===== src/rtl/reg_apb_access_ctrl.sv =====
// APB3 slave front-end for a flat bank of 32-bit field registers.
// Decodes the word index, inserts wait states, registers read data and issues one-cycle strobes.
module reg_apb_access_ctrl #(
  parameter int                 ADDR_WIDTH  = 12,
  parameter int                 DATA_WIDTH  = 32,
  parameter int                 REG_NUM     = 8,
  parameter int                 WAIT_CYCLES = 0,
  parameter logic [REG_NUM-1:0] RO_MASK     = '0
) (
  input  logic                          clk,
  input  logic                          rst,
  input  logic                          psel,
  input  logic                          penable,
  input  logic                          pwrite,
  input  logic [ADDR_WIDTH-1:0]         paddr,
  input  logic [DATA_WIDTH-1:0]         pwdata,
  output logic                          pready,
  output logic [DATA_WIDTH-1:0]         prdata,
  output logic                          pslverr,
  output logic [REG_NUM-1:0]            reg_wr_en,
  output logic [DATA_WIDTH-1:0]         reg_wr_data,
  output logic [REG_NUM-1:0]            reg_rd_strobe,
  input  logic [REG_NUM*DATA_WIDTH-1:0] reg_rd_data
);

  localparam int         IDX_W    = ADDR_WIDTH - 2;
  localparam logic [3:0] CNT_INIT = 4'(WAIT_CYCLES);

  typedef enum logic [1:0] {S_IDLE, S_WAIT, S_RESP} state_e;

  state_e                state_q, state_d;
  logic [IDX_W-1:0]      idx_q, idx_d;
  logic                  wr_q, wr_d;
  logic                  err_q, err_d;
  logic [3:0]            cnt_q, cnt_d;
  logic [DATA_WIDTH-1:0] wdata_q, wdata_d;
  logic [DATA_WIDTH-1:0] prdata_q, prdata_d;

  logic                  setup;
  logic                  access;
  logic [IDX_W-1:0]      addr_idx;
  logic [IDX_W-1:0]      sel_idx;
  logic                  sel_err;
  logic                  in_range;
  logic                  ro_hit;
  logic                  dec_err;
  logic [DATA_WIDTH-1:0] rd_mux;

  assign setup    = (state_q == S_IDLE) && psel && !penable;
  assign access   = (state_q == S_RESP) && psel && penable;
  assign addr_idx = paddr[ADDR_WIDTH-1:2];
  // On a zero-wait access the read mux must see the index being latched this cycle.
  assign sel_idx  = setup ? addr_idx : idx_q;

  always_comb begin
    in_range = 1'b0;
    ro_hit   = 1'b0;
    rd_mux   = '0;
    for (int i = 0; i < REG_NUM; i++) begin
      if (addr_idx == IDX_W'(i)) begin
        in_range = 1'b1;
        ro_hit   = RO_MASK[i];
      end
      if (sel_idx == IDX_W'(i)) begin
        rd_mux = reg_rd_data[i*DATA_WIDTH +: DATA_WIDTH];
      end
    end
  end

  assign dec_err = (paddr[1:0] != 2'b00) || !in_range || (pwrite && ro_hit);
  assign sel_err = setup ? dec_err : err_q;

  always_comb begin
    state_d  = state_q;
    idx_d    = idx_q;
    wr_d     = wr_q;
    err_d    = err_q;
    cnt_d    = cnt_q;
    wdata_d  = wdata_q;
    prdata_d = prdata_q;
    case (state_q)
      S_IDLE: begin
        if (setup) begin
          idx_d   = addr_idx;
          wr_d    = pwrite;
          err_d   = dec_err;
          wdata_d = pwdata;
          cnt_d   = CNT_INIT;
          state_d = (WAIT_CYCLES == 0) ? S_RESP : S_WAIT;
        end
      end
      S_WAIT: begin
        if (!psel) begin
          state_d = S_IDLE;
        end else begin
          cnt_d = cnt_q - 4'd1;
          if (cnt_q == 4'd1) state_d = S_RESP;
        end
      end
      S_RESP:  state_d = S_IDLE;
      default: state_d = S_IDLE;
    endcase
    if (state_d == S_RESP && state_q != S_RESP) begin
      prdata_d = sel_err ? '0 : rd_mux;
    end
  end

  always_ff @(posedge clk or posedge rst) begin
    if (rst) begin
      state_q  <= S_IDLE;
      idx_q    <= '0;
      wr_q     <= 1'b0;
      err_q    <= 1'b0;
      cnt_q    <= '0;
      wdata_q  <= '0;
      prdata_q <= '0;
    end else begin
      state_q  <= state_d;
      idx_q    <= idx_d;
      wr_q     <= wr_d;
      err_q    <= err_d;
      cnt_q    <= cnt_d;
      wdata_q  <= wdata_d;
      prdata_q <= prdata_d;
    end
  end

  always_comb begin
    reg_wr_en     = '0;
    reg_rd_strobe = '0;
    for (int i = 0; i < REG_NUM; i++) begin
      if (access && !err_q && idx_q == IDX_W'(i)) begin
        if (wr_q) reg_wr_en[i]     = 1'b1;
        else      reg_rd_strobe[i] = 1'b1;
      end
    end
  end

  assign pready      = access;
  assign pslverr     = access && err_q;
  assign prdata      = prdata_q;
  assign reg_wr_data = wdata_q;

endmodule


===== config.mk =====
export PLATFORM = sky130hd
export DESIGN_NAME = reg_apb_access_ctrl
export DESIGN_NICKNAME = d
export VERILOG_FILES = /design/src/rtl/reg_apb_access_ctrl.sv
export SDC_FILE = /design/constraint.sdc
export NUM_CORES = 1
export LEC_CHECK = 0
export CAP_MARGIN = 20
export CORE_AREA = 2 2 152 154
export DETAILED_ROUTE_END_ITERATION = 8
export DIE_AREA = 0 0 154 156
export PLACE_DENSITY = 0.7
export SYNTH_ARGS = -nofsm -noshare
export SYNTH_HDL_FRONTEND = slang
export SYNTH_SLANG_ARGS = --single-unit

===== constraint.sdc =====
create_clock -name clk -period 7.7 [get_ports clk]
set_input_delay 1.54 -clock clk [delete_from_list [all_inputs] [get_ports clk]]
set_output_delay 1.54 -clock clk [all_outputs]
set_load 0.02 [all_outputs]

==> results of run 1 <==
[per-layer routing]
layer  vias up  track usage  routed length [µm]
met5         -            0                  13
met4         2       0.0948                1040
li1       3335            -                   -
met1      3297        0.270               11500
met3        66       0.0764                2520
met2       333        0.397               13900
[state kept, by name (all words and copies together), names as in the netlist]
register,flops
cnt_q,4
err_q,1
idx_q,10
prdata,32
reg_wr_data,32
state_q,2
wr_q,1
[final timing paths]
kind	start	slack, ps	depth (start not counted)	endpoint
max	penable	2510	7	reg_rd_strobe[4]
min	reg_wr_data[20]$_DFFE_PP0P_	480	2	reg_wr_data[20]$_DFFE_PP0P_
max reg2reg	state_q[1]$_DFF_PP0_	4210	7	prdata[31]$_DFFE_PP0P_
min reg2reg	reg_wr_data[20]$_DFFE_PP0P_	480	2	reg_wr_data[20]$_DFFE_PP0P_
max in group asynchronous	rst	5060	3	reg_wr_data[3]$_DFFE_PP0P_
min in group asynchronous	rst	1540	2	prdata[15]$_DFFE_PP0P_
[critical path: stages]
cell,delay [ps]
sky130_fd_sc_hd__clkdlybuf4s50_1,550
sky130_fd_sc_hd__and4b_1,260
sky130_fd_sc_hd__and4b_1,250
sky130_fd_sc_hd__nor2b_1,180
sky130_fd_sc_hd__nand2_1,120
sky130_fd_sc_hd__nor2_1,130
sky130_fd_sc_hd__clkdlybuf4s50_1,620
[per-stage QoR]
stage,hold WS (ps),power [mW],instances
5_1_grt,492,1.53,1390
6_report,476,1.47,1390
3_5_place_dp,462,0.970,1371
4_1_cts,479,1.49,1387
3_3_place_gp,457,0.968,1370
2_1_floorplan,466,0.700,741
[final cells by class]
class,instances,share of cell area
well taps,285,0.0352
clock inverters,7,0.0104
diodes,2,0.000495
multi-input cells,601,0.336
inverters,10,0.00396
repair buffers,394,0.389
flip-flops and latches,82,0.203
clock buffers,9,0.0223
[cell families (layout without fill, tap and decap cells)]
| logic type | Yosys count | count (layout) | synth area share |
|---|---|---|---|
| compound gates | 216 | 216 | 0.245 |
| xor+xnor | 3 | 3 | 0.00461 |
| fa+ha+maj | 2 | 2 | 0.00438 |
| buf+inv | 58 | 420 | 0.0504 |
| flops | 82 | 82 | 0.360 |
| mux | 44 | 44 | 0.0794 |
| other cells | 0 | 2 | 0 |
| simple gates | 336 | 336 | 0.257 |
[power by group]
part / leakage, nW / total (mW) / internal (mW) / switching (mW)
Combinational: 2.87 / 0.470 / 0.249 / 0.221
Clock: 0.159 / 0.504 / 0.291 / 0.213
Sequential: 1.07 / 0.492 / 0.465 / 0.0273
[cells in the final DEF (no fill, tap or decap), drive strengths merged, types with 4 or more instances in the layout]
cell	instances
o22ai	6
clkdlybuf4s50	386
and2	5
mux2i	44
nand2	198
nor4	6
o21ai	84
dfrtp	82
nand3	6
o22a	10
inv	14
buf	8
a211oi	14
a221o	7
and3	4
nor2	87
o211ai	7
a31oi	7
a22oi	19
clkbuf	9
nand2b	4
o31ai	4
a21oi	41
==> summary.txt, run 1 <==
STATUS
----------------------------------------------------------------------------------------------------
Result of the run                                                                       finished, final reports clean

TIMING
----------------------------------------------------------------------------------------------------
Maximum frequency from static timing analysis                                                193 MHz
RSZ-0062 raised after global routing                                                              no
Hold Vio Cnt, Final                                                                                0
Count of final max-slew check failures                                                             0
Worst-Margin Slew                                                                            1170 ps
Post-route clock skew                                                                        12.2 ps
Post-route fraction of the period consumed by the critical path                                0.674
Final setup viols                                                                                  0
Slew margin rel.                                                                               0.220
Time the final worst path needs with I/O delays and setup                                    5190 ps
Setup TNS                                                                                       0 ps
Fin worst setup slack                                                                        2510 ps

POWER AND IR DROP
----------------------------------------------------------------------------------------------------
Largest voltage drop on the vdd net                                                           152 µV
Static leakage                                                                               4.10 nW
Power Dens Cells                                                                          145 mW/mm²

FLOORPLAN
----------------------------------------------------------------------------------------------------
Vert. Die Dim                                                                                 156 µm
Number of placement rows                                                                          55
I/O pins                                                                                         387
Die area                                                                                  0.0240 mm²
Die boundary width                                                                            154 µm
Initial Util                                                                                   0.255
Core region area                                                                          0.0224 mm²

PLACEMENT
----------------------------------------------------------------------------------------------------
Final weighted congestion in routability-driven placement                                      0.898
Setup slack after placement                                                                  2540 ps
Placed Area                                                                              0.00977 mm²
Dpl hpwl                                                                                     22.0 mm
Count of buffers from port buffering                                                             386

LAYOUT
----------------------------------------------------------------------------------------------------
Area grow syn2layout                                                                           77.3%
Post-Layout Inst Area                                                                     0.0101 mm²
Seq. cell area                                                                           0.00205 mm²
Filler instances                                                                                2196
Fraction of layout instances using a drive strength above 1                                   0.0435
Area occupied by multi-input gates                                                       0.00339 mm²
Post-layout util                                                                               0.452
Final net count                                                                                 1405

CLOCK NETWORK
----------------------------------------------------------------------------------------------------
Root Buffer                                                                             sky130_fd_sc_hd__clkbuf_16
Total number of clock tree sinks                                                                  82
Total CTS buffers                                                                                  9
Hold-fix buffers at CTS                                                                            0
Deepest level of the CTS H-tree                                                                    3
Clock-pin slew reported for the worst setup and hold paths after clock tree synthesis          70 ps
TritonCTS clock tree                                                                            done
Insertion delay to the later sink of the worst-skew pair                                      350 ps
Number of instances resized during post-cts repair                                                 0
Clock buffer depth                                                                                 2
Setup Fix Bufs, Post-CTS                                                                           0

SYNTHESIS
----------------------------------------------------------------------------------------------------
Number of distinct standard cells referenced by the synthesized netlist                           64
Netlist area before placement                                                            0.00571 mm²
Portion of the post-synthesis area used by sequential elements                                 0.360
Average cell area after synthesis                                                           7.70 µm²
Largest area contributor in the synthesized netlist                                     sky130_fd_sc_hd__dfrtp_1
Cell types with the highest counts after synthesis                                      sky130_fd_sc_hd__nand2_1 (196), sky130_fd_sc_hd__nor2_1 (87), sky130_fd_sc_hd__dfrtp_1 (82), sky130_fd_sc_hd__o21ai_0 (65), sky130_fd_sc_hd__mux2i_1 (43)
Synth Flop Type                                                                         sky130_fd_sc_hd__dfrtp_1
Leading post-synthesis cells by cell area                                               sky130_fd_sc_hd__dfrtp_1 (36%), sky130_fd_sc_hd__nand2_1 (13%), sky130_fd_sc_hd__mux2i_1 (7.5%), sky130_fd_sc_hd__nor2_1 (5.7%), sky130_fd_sc_hd__o21ai_0 (5.7%)
Flip-flop and latch count after synthesis                                                         82
Nets in the synthesized netlist                                                                 1048
Top-count cell post-synth                                                               sky130_fd_sc_hd__nand2_1
Area share of the largest cell type after synthesis                                            0.360
Yosys Warn Count                                                                                   0
Fraction of registers with async set/reset                                                      1.00
Number of synthesized flops with an enable pin                                                     0
Cell count after synthesis                                                                       741

DRT
----------------------------------------------------------------------------------------------------
Via-to-Cell Ratio                                                                               5.06
Number of design-rule violations left by the first detailed-router iteration                     412
# DRC                                                                                              0
Drt pass-1 iters                                                                                   4
Number of vias in the routed layout                                                             7033
Drt total wl                                                                                 29.0 mm
Wire per inst                                                                                20.9 µm
Count of nets left with antenna violations after detail routing                                    0

GLOBAL ROUTING
----------------------------------------------------------------------------------------------------
Overall global routing resource usage                                                          0.233
First-pass GRT wire length                                                                   42.4 mm
Maximum number of pins on one net before global-route repair                                      67
Via count of the first global-routing pass                                                      7050
Initial antenna violation count                                                                    3
Total congestion overflow                                                                          0

WORST SETUP PATH
----------------------------------------------------------------------------------------------------
Startpoint type of the worst setup path                                                 primary input
Worst endpoint required time                                                                 6160 ps
Maximum fanout along the worst path                                                                4
Arrival time of the worst setup path                                                         3650 ps
CP Class                                                                                primary input to primary output
Crit path capture type                                                                  primary output

JOB
----------------------------------------------------------------------------------------------------
Max-Cap Viols                                                                                      0

HOLD PATH
----------------------------------------------------------------------------------------------------
Worst hold path type                                                                    flip-flop to flip-flop

Note: power is estimated with default switching activity, not from simulation.
==> run 2, diff against run 1 <==
Settings changed: CORE_AREA 2 2 152 154 to 2 2 149 151, DIE_AREA 0 0 154 156 to 0 0 151 153, PLACE_DENSITY 0.7 to 0.72.
Clock period 7.7 ns to 4.8 ns, I/O delays scaled along.
==> run 2 against run 1 <==
Die area decreased by 3.8%. Routed wire length shrank 1.7%. First-iteration DRC count decreased by 19%. Worst setup slack got worse by 1700 ps. Critical path type unchanged. Largest cell class unchanged.
==> summary.txt, run 2 (synthesis results as in run 1) <==
WORST SETUP PATH
----------------------------------------------------------------------------------------------------
Largest stage delay on the critical path                                                      620 ps
Startpoint type of the worst setup path                                                 primary input
Crit path buffers/inverters                                                                        2
Worst endpoint required time                                                                 3840 ps
CP max-delay cell                                                                       sky130_fd_sc_hd__clkdlybuf4s50_1
Cells along the critical path                                                           clkdlybuf4s50_1 -> and4b_1 -> and4b_1 -> nor2b_1 -> nand2_1 -> nor2_1 -> clkdlybuf4s50_1
CP Class                                                                                primary input to primary output
Cell family with most CP delay                                                          buffers and inverters
Arrival time of the worst setup path                                                         3070 ps
Crit path capture type                                                                  primary output
Maximum fanout along the worst path                                                                4

LAYOUT
----------------------------------------------------------------------------------------------------
Post-layout util                                                                               0.470
Final net count                                                                                 1411
Fraction of layout instances using a drive strength above 1                                   0.0487
Most frequent cells in the layout                                                       sky130_fd_sc_hd__clkdlybuf4s50_1 (386), sky130_fd_sc_hd__nand2_1 (196), sky130_fd_sc_hd__nor2_1 (87), sky130_fd_sc_hd__dfrtp_1 (82), sky130_fd_sc_hd__o21ai_0 (65)
Area grow syn2layout                                                                           77.1%
Commonest non-fill, non-tap cell in the layout                                          sky130_fd_sc_hd__clkdlybuf4s50_1
Filler instances                                                                                2132

DRT
----------------------------------------------------------------------------------------------------
# DRC                                                                                              0
Via-to-Cell Ratio                                                                               5.07
Count of nets left with antenna violations after detail routing                                    0
Drt total wl                                                                                 28.5 mm
Drt pass-1 iters                                                                                   4
Wire per inst                                                                                20.5 µm
Number of vias in the routed layout                                                             7063
Number of design-rule violations left by the first detailed-router iteration                     335

CLOCK NETWORK
----------------------------------------------------------------------------------------------------
Deepest level of the CTS H-tree                                                                    3
Clock buffer depth                                                                                 2
Total CTS buffers                                                                                  9
Insertion delay to the later sink of the worst-skew pair                                      350 ps
Root Buffer                                                                             sky130_fd_sc_hd__clkbuf_16
Setup Fix Bufs, Post-CTS                                                                           0
Number of instances resized during post-cts repair                                                 0
Total number of clock tree sinks                                                                  82
Clock-pin slew reported for the worst setup and hold paths after clock tree synthesis          70 ps
TritonCTS clock tree                                                                            done
Hold-fix buffers at CTS                                                                            0

FLOORPLAN
----------------------------------------------------------------------------------------------------
Vert. Die Dim                                                                                 153 µm
Number of placement rows                                                                          54
Initial Util                                                                                   0.266
Die area                                                                                  0.0231 mm²
Die boundary width                                                                            151 µm
I/O pins                                                                                         387
Core region area                                                                          0.0215 mm²

PLACEMENT
----------------------------------------------------------------------------------------------------
Count of buffers from port buffering                                                             386
Dpl hpwl                                                                                     22.2 mm
Final weighted congestion in routability-driven placement                                      0.884

TIMING
----------------------------------------------------------------------------------------------------
Post-route clock skew                                                                        11.5 ps
Hold Vio Cnt, Final                                                                                0
Maximum frequency from static timing analysis                                                248 MHz
Slew margin rel.                                                                               0.360
Final setup viols                                                                                  0
Setup TNS                                                                                       0 ps
RSZ-0062 raised after global routing                                                              no
Time the final worst path needs with I/O delays and setup                                    4030 ps
Post-route fraction of the period consumed by the critical path                                0.840
Worst-Margin Slew                                                                             952 ps
Count of final max-slew check failures                                                             0

STATUS
----------------------------------------------------------------------------------------------------
Result of the run                                                                       finished, final reports clean

GLOBAL ROUTING
----------------------------------------------------------------------------------------------------
Initial antenna violation count                                                                    5
Maximum number of pins on one net before global-route repair                                      64
Via count of the first global-routing pass                                                      7298
First-pass GRT wire length                                                                   42.5 mm
Total congestion overflow                                                                          0
Overall global routing resource usage                                                          0.242

POWER AND IR DROP
----------------------------------------------------------------------------------------------------
Internal power                                                                               1.52 mW
Largest voltage drop on the vdd net                                                           179 µV
Part of the total power dissipated in sequential elements                                      0.347
Power Dens Cells                                                                          225 mW/mm²
Combinational Power Share                                                                      0.331
Switching power of the nets                                                                 0.754 mW
Static leakage                                                                               4.12 nW
Clock network fraction of total power                                                          0.321
Switching share of power                                                                       0.332

HOLD PATH
----------------------------------------------------------------------------------------------------
Worst hold path type                                                                    flip-flop to flip-flop

JOB
----------------------------------------------------------------------------------------------------
Max-Cap Viols                                                                                      0

[run 2: power groups by stage]
stage          logic, mW  registers (mW)  clock network, mW
2_1_floorplan      0.282           0.841                  0
3_3_place_gp       0.749           0.800                  0
3_5_place_dp       0.753           0.801                  0
4_1_cts            0.756           0.790              0.753
5_1_grt            0.812           0.798              0.783
6_report           0.753           0.790              0.731
[run 2: worst paths after layout]
kind | from | to | slack (ps) | cells past startpoint
worst max-delay path | penable | reg_rd_strobe[7] | 770 | 7
max in group asynchronous | rst | prdata[18]$_DFFE_PP0P_ | 2810 | 3
worst min-delay path | reg_wr_data[10]$_DFFE_PP0P_ | reg_wr_data[10]$_DFFE_PP0P_ | 480 | 2
worst max register to register | state_q[1]$_DFF_PP0_ | prdata[15]$_DFFE_PP0P_ | 1820 | 7
min in group asynchronous | rst | reg_wr_data[22]$_DFFE_PP0P_ | 1120 | 2
worst min register to register | reg_wr_data[10]$_DFFE_PP0P_ | reg_wr_data[10]$_DFFE_PP0P_ | 480 | 2
[run 2: per-stage QoR]
stage	instance area [µm²]	worst slack (ps)	instances	hold slack, ps	power (mW)
3_3_place_gp	9800	812	1373	457	1.55
6_report	10100	768	1393	475	2.27
4_1_cts	10100	780	1389	479	2.30
2_1_floorplan	5710	1720	741	466	1.12
3_5_place_dp	9800	785	1373	462	1.55
5_1_grt	10100	623	1393	496	2.39
[run 2: worst register-to-register path, cell delays in order, from the launching register on]
cell and delay (ps):
sky130_fd_sc_hd__dfrtp_1 510, sky130_fd_sc_hd__or4b_4 450, sky130_fd_sc_hd__buf_4 440, sky130_fd_sc_hd__and2_2 800
sky130_fd_sc_hd__inv_1 240, sky130_fd_sc_hd__and3_1 230, sky130_fd_sc_hd__a21oi_1 110, sky130_fd_sc_hd__o21ai_1 90
[run 2: per-layer routing]
| metal | vias to the layer above | GRT usage | share of wire | wire length, µm |
|---|---|---|---|---|
| met5 | - | 0 | 0.00042 | 12 |
| met4 | 2 | 0.0921 | 0.036 | 1030 |
| met3 | 59 | 0.0758 | 0.094 | 2690 |
| met2 | 350 | 0.414 | 0.48 | 13800 |
| met1 | 3309 | 0.280 | 0.38 | 11000 |
| li1 | 3343 | - | - | - |
[run 2: final cells by class]
class	instances	area (µm²)	area share
diodes	4	10.0	0.000990
clock buffers	9	225	0.0223
clock inverters	7	76.3	0.00755
inverters	10	40.0	0.00396
multi-input cells	601	3390	0.335
flip-flops and latches	82	2050	0.203
well taps	280	350	0.0347
repair buffers	400	3970	0.393
==> run 3, diff against run 2 <==
Settings changed: CORE_AREA 2 2 149 151 to 2 2 152 154, DIE_AREA 0 0 151 153 to 0 0 154 156.
Clock period 4.8 ns to 3.3 ns, I/O delays scaled along.
==> run 3 against run 2 <==
Sequential share of layout area down 0.79 points. Routed wire length is 2.9% higher. Sequential power is 46% higher. Die area grew 4.0%. Cell area rose by 4.0%. Critical endpoint is now reg_rd_strobe[5]. Register-to-register slack lost 1200 ps. Critical path depth unchanged. Total power is 54% higher. Critical path type unchanged. Flip-flop and latch count did not move. Largest cell class unchanged. Final cell count rose by 2.4%.
==> summary.txt, run 3 (synthesis results as in run 1) <==
STATUS
----------------------------------------------------------------------------------------------------
Result of the run                                                                       finished, final reports clean

TIMING
----------------------------------------------------------------------------------------------------
Hold Vio Cnt, Final                                                                                0
Final setup viols                                                                                  0
Post-route fraction of the period consumed by the critical path                                0.937
RSZ-0062 raised after global routing                                                              no
Post-route clock skew                                                                        12.2 ps
Worst-Margin Slew                                                                             863 ps
Maximum frequency from static timing analysis                                                323 MHz
Time the final worst path needs with I/O delays and setup                                    3090 ps
Slew margin rel.                                                                               0.425
Count of final max-slew check failures                                                             0
Setup TNS                                                                                       0 ps

GLOBAL ROUTING
----------------------------------------------------------------------------------------------------
Via count of the first global-routing pass                                                      7247
Maximum number of pins on one net before global-route repair                                      43
First-pass GRT wire length                                                                   43.5 mm
Overall global routing resource usage                                                          0.239
Total congestion overflow                                                                          0
Initial antenna violation count                                                                    4

DRT
----------------------------------------------------------------------------------------------------
Number of design-rule violations left by the first detailed-router iteration                     334
# DRC                                                                                              0
Drt total wl                                                                                 29.3 mm
Number of vias in the routed layout                                                             7150
Drt pass-1 iters                                                                                   5
Wire per inst                                                                                20.6 µm
Via-to-Cell Ratio                                                                               5.01
Count of nets left with antenna violations after detail routing                                    0

PLACEMENT
----------------------------------------------------------------------------------------------------
Final weighted congestion in routability-driven placement                                      0.961
Dpl hpwl                                                                                     23.5 mm
# placed instances                                                                              1410
Count of buffers from port buffering                                                             386
Placed Area                                                                               0.0102 mm²

CLOCK NETWORK
----------------------------------------------------------------------------------------------------
Clock-pin slew reported for the worst setup and hold paths after clock tree synthesis          70 ps
Total CTS buffers                                                                                  9
Root Buffer                                                                             sky130_fd_sc_hd__clkbuf_16
Hold-fix buffers at CTS                                                                            0
Insertion delay to the later sink of the worst-skew pair                                      350 ps
Clock buffer depth                                                                                 2
Deepest level of the CTS H-tree                                                                    3
TritonCTS clock tree                                                                            done
Total number of clock tree sinks                                                                  82

LAYOUT
----------------------------------------------------------------------------------------------------
Commonest non-fill, non-tap cell in the layout                                          sky130_fd_sc_hd__clkdlybuf4s50_1
Final net count                                                                                 1443
Post-Layout Cell Count                                                                          1427
Fraction of layout instances using a drive strength above 1                                   0.0754
Area occupied by multi-input gates                                                       0.00339 mm²
Area grow syn2layout                                                                           84.3%
Filler instances                                                                                2177
Most frequent cells in the layout                                                       sky130_fd_sc_hd__clkdlybuf4s50_1 (370), sky130_fd_sc_hd__nand2_1 (196), sky130_fd_sc_hd__nor2_1 (87), sky130_fd_sc_hd__dfrtp_1 (82), sky130_fd_sc_hd__o21ai_0 (65)
Seq. cell area                                                                           0.00205 mm²
Post-Layout Inst Area                                                                     0.0105 mm²

WORST SETUP PATH
----------------------------------------------------------------------------------------------------
CP Class                                                                                primary input to primary output
Startpoint type of the worst setup path                                                 primary input
Worst setup path start                                                                          psel
Crit path capture type                                                                  primary output
Arrival time of the worst setup path                                                         2430 ps
R2R Path Start                                                                          idx_q[7]$_DFFE_PP0N_
Worst endpoint required time                                                                 2640 ps
Maximum fanout along the worst path                                                                4

FLOORPLAN
----------------------------------------------------------------------------------------------------
Initial Util                                                                                   0.255
Number of placement rows                                                                          55
Core region area                                                                          0.0224 mm²
Vert. Die Dim                                                                                 156 µm
Die boundary width                                                                            154 µm
Die area                                                                                  0.0240 mm²
I/O pins                                                                                         387

JOB
----------------------------------------------------------------------------------------------------
Max-Cap Viols                                                                                      0

POWER AND IR DROP
----------------------------------------------------------------------------------------------------
Largest voltage drop on the vdd net                                                           295 µV
Power Dens Cells                                                                          332 mW/mm²
Static leakage                                                                               4.42 nW

HOLD PATH
----------------------------------------------------------------------------------------------------
Worst hold path type                                                                    flip-flop to flip-flop
Min-Delay Startpoint                                                                    reg_wr_data[8]$_DFFE_PP0P_

[run 3: cell count changes in the layout (fill, tap and decap cells not counted), sizes merged]
cell and change:
inv -1, diode -3, dlygate4sd2 +16, bufinv +2, clkinv -1, clkdlybuf4s50 -16
buf +32
[run 3: report_power, final]
part	internal [mW]	total, mW	switching, mW
clock	0.680	1.17	0.495
combinational	0.639	1.17	0.533
sequential	1.08	1.15	0.0646
total	2.40	3.50	1.09
[run 3: per-stage QoR]
stage	utilization	worst slack, ps	total power [mW]	hold slack [ps]
5_1_grt	0.470	65.5	3.67	493
3_5_place_dp	0.456	-47.9	2.34	463
4_1_cts	0.470	205	3.55	482
2_1_floorplan	-	532	1.63	466
3_3_place_gp	0.456	1.95	2.33	457
6_report	0.470	207	3.50	477
[run 3: what timing repair did]
| action | in CTS | in global routing |
|---|---|---|
| resized for setup | 16 | 0 |
| endpoints found under the setup margin | 16 | 0 |
| setup buffers | 0 | 0 |
[run 3: area by class of cell]
| class | instances | area share |
|---|---|---|
| multi-input cells | 601 | 0.323 |
| flip-flops and latches | 82 | 0.195 |
| inverters | 10 | 0.00381 |
| clock inverters | 7 | 0.0101 |
| well taps | 285 | 0.0339 |
| diodes | 1 | 0.000238 |
| clock buffers | 9 | 0.0214 |
| repair buffers | 432 | 0.413 |
[run 3: final timing paths]
kind / slack, ps / end / cells past startpoint
max in group asynchronous: 1940 / prdata[22]$_DFFE_PP0P_ / 3
hold / removal: 480 / reg_wr_data[8]$_DFFE_PP0P_ / 2
hold reg to reg: 480 / reg_wr_data[8]$_DFFE_PP0P_ / 2
min in group asynchronous: 710 / reg_wr_data[21]$_DFFE_PP0P_ / 2
setup reg to reg: 590 / prdata[3]$_DFFE_PP0P_ / 9
setup / recovery: 210 / reg_rd_strobe[5] / 7
[run 3: metal layers]
layer | routed length [µm] | GRT usage | vias up
met5 | 45 | 0 | -
met4 | 859 | 0.0850 | 6
met3 | 2690 | 0.0794 | 53
met2 | 14500 | 0.415 | 363
met1 | 11200 | 0.275 | 3315
li1 | - | - | 3413
[run 3: critical path: stages]
cell,delay [ps]
sky130_fd_sc_hd__clkdlybuf4s50_1,530
sky130_fd_sc_hd__and4b_1,260
sky130_fd_sc_hd__and4b_1,230
sky130_fd_sc_hd__nor2b_1,170
sky130_fd_sc_hd__nand2_1,120
sky130_fd_sc_hd__nor2_1,110
sky130_fd_sc_hd__dlygate4sd2_1,350
